--- src/rtl/arm_pkg.sv ---
// Shared ARM core definitions.
// Condition encodings and NZCV / flag-write bit positions.
package arm_pkg;

  typedef enum logic [3:0] {
    EQ = 4'b0000,
    NE = 4'b0001,
    CS = 4'b0010,
    CC = 4'b0011,
    MI = 4'b0100,
    PL = 4'b0101,
    VS = 4'b0110,
    VC = 4'b0111,
    HI = 4'b1000,
    LS = 4'b1001,
    GE = 4'b1010,
    LT = 4'b1011,
    GT = 4'b1100,
    LE = 4'b1101,
    AL = 4'b1110,
    NV = 4'b1111
  } cond_e;

  localparam int FLAG_N = 3;
  localparam int FLAG_Z = 2;
  localparam int FLAG_C = 1;
  localparam int FLAG_V = 0;

  localparam int FW_NZ = 1;
  localparam int FW_CV = 0;

endpackage

--- src/rtl/cond_check.sv ---
// Condition-field evaluator.
// Pure combinational: cond + stored NZCV -> pass/fail.
module cond_check
  import arm_pkg::*;
(
  input  logic [3:0] cond,
  input  logic [3:0] flags,
  output logic       cond_ex
);

  logic n;
  logic z;
  logic c;
  logic v;

  assign n = flags[FLAG_N];
  assign z = flags[FLAG_Z];
  assign c = flags[FLAG_C];
  assign v = flags[FLAG_V];

  // Decode the condition; NV and any unknown code never pass.
  always_comb begin
    cond_ex = 1'b0;
    case (cond)
      EQ:      cond_ex = z;
      NE:      cond_ex = ~z;
      CS:      cond_ex = c;
      CC:      cond_ex = ~c;
      MI:      cond_ex = n;
      PL:      cond_ex = ~n;
      VS:      cond_ex = v;
      VC:      cond_ex = ~v;
      HI:      cond_ex = c & ~z;
      LS:      cond_ex = ~c | z;
      GE:      cond_ex = ~(n ^ v);
      LT:      cond_ex = n ^ v;
      GT:      cond_ex = ~z & ~(n ^ v);
      LE:      cond_ex = z | (n ^ v);
      AL:      cond_ex = 1'b1;
      default: cond_ex = 1'b0;
    endcase
  end

endmodule

--- src/rtl/cond_unit.sv ---
// NZCV status register and write-strobe gating.
// Non-executed or stalled instructions leave no architectural trace.
module cond_unit
  import arm_pkg::*;
#(
  parameter logic [3:0] RESET_FLAGS = 4'b0000,
  parameter bit         HAS_STALL   = 1'b1
) (
  input  logic       clk,
  input  logic       reset,
  input  logic       en,
  input  logic [3:0] cond,
  input  logic [3:0] alu_flags,
  input  logic [1:0] flag_w,
  input  logic       pcs,
  input  logic       reg_w,
  input  logic       mem_w,
  input  logic       no_write,
  output logic       pc_src,
  output logic       reg_write,
  output logic       mem_write,
  output logic       cond_ex,
  output logic [3:0] flags
);

  logic [3:0] flags_q;
  logic [3:0] flags_d;
  logic       en_eff;
  logic       upd;
  logic       go;

  assign en_eff = HAS_STALL ? en : 1'b1;

  cond_check u_check (
    .cond    (cond),
    .flags   (flags_q),
    .cond_ex (cond_ex)
  );

  // Only executed, non-stalled instructions may touch the flags.
  assign upd = en_eff & cond_ex;

  // Next-state flags: each pair loads only when its enable is set.
  always_comb begin
    flags_d = flags_q;
    if (upd && flag_w[FW_NZ]) begin
      flags_d[FLAG_N] = alu_flags[FLAG_N];
      flags_d[FLAG_Z] = alu_flags[FLAG_Z];
    end
    if (upd && flag_w[FW_CV]) begin
      flags_d[FLAG_C] = alu_flags[FLAG_C];
      flags_d[FLAG_V] = alu_flags[FLAG_V];
    end
  end

  // Flags register with immediate clear on reset.
  always_ff @(posedge clk or posedge reset) begin
    if (reset) begin
      flags_q <= RESET_FLAGS;
    end else begin
      flags_q <= flags_d;
    end
  end

  // Strobes are dead during reset, stall or failed condition.
  assign go        = ~reset & en_eff & cond_ex;
  assign pc_src    = go & pcs;
  assign mem_write = go & mem_w;
  assign reg_write = go & reg_w & ~no_write;
  assign flags     = flags_q;

endmodule
--- config.mk ---
export PLATFORM = sky130hd
export DESIGN_NAME = cond_unit
export DESIGN_NICKNAME = d
export VERILOG_FILES = /design/src/rtl/arm_pkg.sv /design/src/rtl/cond_check.sv /design/src/rtl/cond_unit.sv
export SDC_FILE = /design/constraint.sdc
export NUM_CORES = 1
export LEC_CHECK = 0
export CAP_MARGIN = 10
export CORE_AREA = 2 2 39 41
export CTS_CLUSTER_DIAMETER = 80
export CTS_CLUSTER_SIZE = 28
export DETAILED_ROUTE_END_ITERATION = 7
export DIE_AREA = 0 0 41 43
export PLACE_DENSITY = 0.7
export SLEW_MARGIN = 20
export SYNTH_ARGS = -nofsm -noshare
export SYNTH_HDL_FRONTEND = slang
export SYNTH_SLANG_ARGS = --single-unit
--- constraint.sdc ---
create_clock -name clk -period 5.4 [get_ports clk]
set_clock_uncertainty 0.2 [all_clocks]
set_input_delay 1.08 -clock clk [delete_from_list [all_inputs] [get_ports clk]]
set_output_delay 1.08 -clock clk [all_outputs]
set_load 0.01 [all_outputs]
## Word-level counts from Yosys, hierarchy flattened

Cells that the tools add are included.
Widths: inputs -> output; s select.

- Register bits: 4
- Input bits: 17
- Word-level logic and storage cells: 39
- Output and inout bits: 8

- Bitwise logic cells: 19
- Multiplexer cells: 1
- Equality and inequality tests: 14
- Reductions and logical operators: 3

Operator list:

| kind | count |
|---|---|
| $eq 4x4->1 const B | 7 |
| $eq 4x3->1 const B | 4 |
| $pmux 1 s15 | 1 |
| $and 1x1->1 | 9 |
| $eq 4x2->1 const B | 2 |
| $not 1->1 | 7 |
| $eq 4x1->1 const B | 1 |
| $logic_not 4->1 | 1 |
| $logic_and 1x1->1 | 2 |
| $or 1x1->1 | 2 |
| $xor 1x1->1 | 1 |

## Longest topological paths before layout

- Depth in word-level cells: 7
- Gate-level depth with buffers: 6
- Depth with buffers taken out: 5

## Modules after synthesis

A second synthesis with hierarchy kept.

- Cells, all modules: 45
- Area, all modules: 382.9 µm²

By module, submodules not included:

| module | area each (µm²) | times used | cells each |
|---|---|---|---|
| cond_check | 193.9 | 1 | 28 |
| cond_unit | 188.9 | 1 | 17 |

## Worst setup path before layout

No wires, ideal clock.

- Kind: input to output
- Start: input port cond[0]
- End: output port reg_write
- Slack: 1.762 ns
- Data arrival time: 2.358 ns
- Required time: 4.120 ns
- Buffers on the path: 1
- Cell stages on the path: 6
- Cells stage by stage: buf_2 nor3b_1 a21oi_1 o32a_2 and3_4 nor4bb_2

- Word-level cells in the longest chain between the ends: 5
- Elaborated cells between the ends (all ways): 19
- Classes of those cells: eq/ne (14); mux (1); bitwise (3); reduce/logical (1)

RTL lines:

| item | line | text |
|---|---|---|
| from (decl) | cond_unit.sv:12 | `input logic [3:0] cond,` |
| $eq 4x4->1 (tied with other cells) | cond_check.sv:24 | `case (cond)` |
| $pmux 1 s15 * | cond_check.sv:24 |  |
| $and 1x1->1 * | cond_unit.sv:66 | `assign go = ~reset & en_eff & cond_ex;` |
| $and 1x1->1 * (2 in series) | cond_unit.sv:69 | `assign reg_write = go & reg_w & ~no_write;` |
| to (decl) | cond_unit.sv:20 | `output logic reg_write,` |

Mark *: on every way between the ends. The rest lies on a longest branch, timed or not.

## Final worst setup path

Ends and elaborated chain as after synthesis.

==> metrics.cfg <==
[run_status]
status=finished clean

[synth]
syn_inst=49
synth-adder-area-share_pct=0
synth_area_per_cell_um2=8.63
synth-xor-area-share_pct=6.21
synth_top_family_by_area=simple AND/OR/NAND/NOR gates
yosys-top-cells-area=dfrtp_1 (24%), mux2_1 (11%), nor3b_1 (7.1%)
synth_top_area_share_pct=23.7
synth_nets=66
synth.mux.area_fraction_pct=10.7
synth_area_um2=423
ys_types=25
yosys_warnings=0
synth_seq_area_share_pct=23.7
synth_seq_cells=4
synthSimpleGateAreaFrac_pct=39.1
synth_largest_area_cell=dfrtp_1
synth-compound-area-share_pct=17.5

[clocking]
clock-sinks=4
clockRootBuffer=clkbuf_4
cts_tree=yes
cts_max_level=1
numCtsBuffers=3
clkLatencyLatePin_ns=0.24
cts.hold.buffers_added=0
ctsResizeCount=0
path_clk_slew_ns=0.04
post_cts_buffers=0
cts_buffer_depth=2

[detailed_routing]
first_pass_iters=4
drt_iter0_markers=9
vias=458
wire_per_inst_um=11.1
wl_mm=1.01
viasPerCell=5.03
drc=0
antenna_left=0

[global_route]
grt_first_pass_wirelength_mm=1.51
grtUsageTotal_pct=12.4
grt_overflow=0
antenna_found_initial=0
first_global_vias=381
grt_max_degree=11

[timing]
rsz0062_at_grt=no
finalHoldViolCount=0
setup_ws_ns=0.728
fin_setup_tns_ns=0
fin_crit_ns=4.67
timing.fmax_ghz=0.214
slew_violations=0
finalSetupViolCount=0
post-route-period-util_pct=86.5
worst_pin_slew_ns=0.351
max_slew_margin_pct=76.5

[placement]
dp_cells=88
port_buffers=24
post_dp_cell_area_um2=678
place_ws_ns=0.735
place.gp.congestion=0.703

[final_layout]
mostFrequentLayoutCells=clkdlybuf4s50_1 (24), nand2_1 (5)
stdcell_count=91
layout-drive-gt1-share_pct=9.33
register_area_um2=100
area_growth_pct=65.7
final_common_cell=clkdlybuf4s50_1
largest_reg_flops=4
final_nets=94
stdcell_area_um2=701
fillers=131
multiInputGateArea_um2=310
insertedDiodeCount=0

[floorplanning]
ioPinCount=25
coreArea_um2=1380
fp-row-count=14
die_h_um=43
dieArea_um2=1760
initial_core_util_pct=30.6
die_width_um=41

[critical_path]
cp.required_ns=4.12
critPathBufInv=2
slowest_delay_ns=0.68
critPathCaptureType=primary output
critPathKind=in -> out
crit_path_start_kind=input port
slowest_stage=clkdlybuf4s50_1
path_delay_family=buffers and inverters
cp_common_cell=clkdlybuf4s50_1
crit_fanout=10
cp_data_arrival_time_ns=3.39
reg2reg_from=flags[3]$_DFFE_PP0P_
r2r_slack_ns=3.40
critical_path_cell_count=7
crit_chain=clkdlybuf4s50_1 > xor2_1 > a21oi_1 > o32a_2 > and3_4 > nor4bb_2 > clkdlybuf4s50_1
reg2reg_to=flags[3]$_DFFE_PP0P_
r2r_cells=5

[power]
vdd_drop_max_mv=0.212
power_mw=0.246
powerDensity_nw_per_um2=351
p_leak_nw=0.271

[worst_hold_path]
hp-start=flags[1]$_DFFE_PP0P_
worstHoldEndpoint=flags[1]$_DFFE_PP0P_
hp-class=reg -> reg
hold_depth=1

[run]
drv_cap=0

[how the worst max path moves through the flow]
stage | startpoint | end
finish | cond[0] | reg_write
global route | cond[0] | reg_write
CTS | cond[0] | reg_write
detailed placement | cond[0] | reg_write
global placement | cond[0] | reg_write
floorplan | cond[0] | reg_write
[cell usage after synthesis]
library cell  number
o32a_2             1
a21oi_1            1
nand2b_1           3
xor2_1             3
a21o_1             1
a22oi_1            1
dfrtp_1            4
o22ai_1            1
mux2_1             4
nor2b_1            2
inv_1              2
nor2_1             4
nor3b_2            1
and3b_1            1
nor4bb_2           1
nand3b_1           2
o32a_1             1
o21ai_0            1
a31oi_1            2
buf_2              1
o32ai_1            1
and2_1             1
nor3b_1            4
nand2_1            5
and3_4             1
[stage by stage]
step / util [%] / hold slack (ns)
3_3_place_gp: 49.0 / 0.372
2_1_floorplan: - / 0.385
6_report: 50.6 / 0.379
4_1_cts: 50.6 / 0.385
3_5_place_dp: 49.0 / 0.372
5_1_grt: 50.6 / 0.435
[cells by family (layout without fill, tap and decap cells)]
logic type      after synthesis  after routing
mux                           4              4
simple gates                 25             25
flops                         4              4
compound gates               10             10
buf+inv                       3             29
xor+xnor                      3              3
[metal layers]
layer	wire [µm]	global-route usage, %	share of wire [%]	vias to the layer above
met4	21	8.00	2.1	0
met5	0	0	0	-
met1	483	16.7	48	208
met2	444	17.8	44	15
met3	59	1.57	5.9	2
li1	-	-	-	233
[area by class of cell]
class | count | share of cell area, %
inverters | 2 | 1.07
flip-flops and latches | 4 | 14.3
multi-input cells | 42 | 44.3
clock buffers | 3 | 3.21
well taps | 16 | 2.86
repair buffers | 24 | 34.3
[where the power goes]
| part | switching [mW] | internal [mW] |
|---|---|---|
| sequential | 0.0251 | 0.0455 |
| combinational | 0.0511 | 0.0872 |
| clock | 0.0125 | 0.0249 |
| total | 0.0887 | 0.158 |
(Power assumes the default switching activity.)
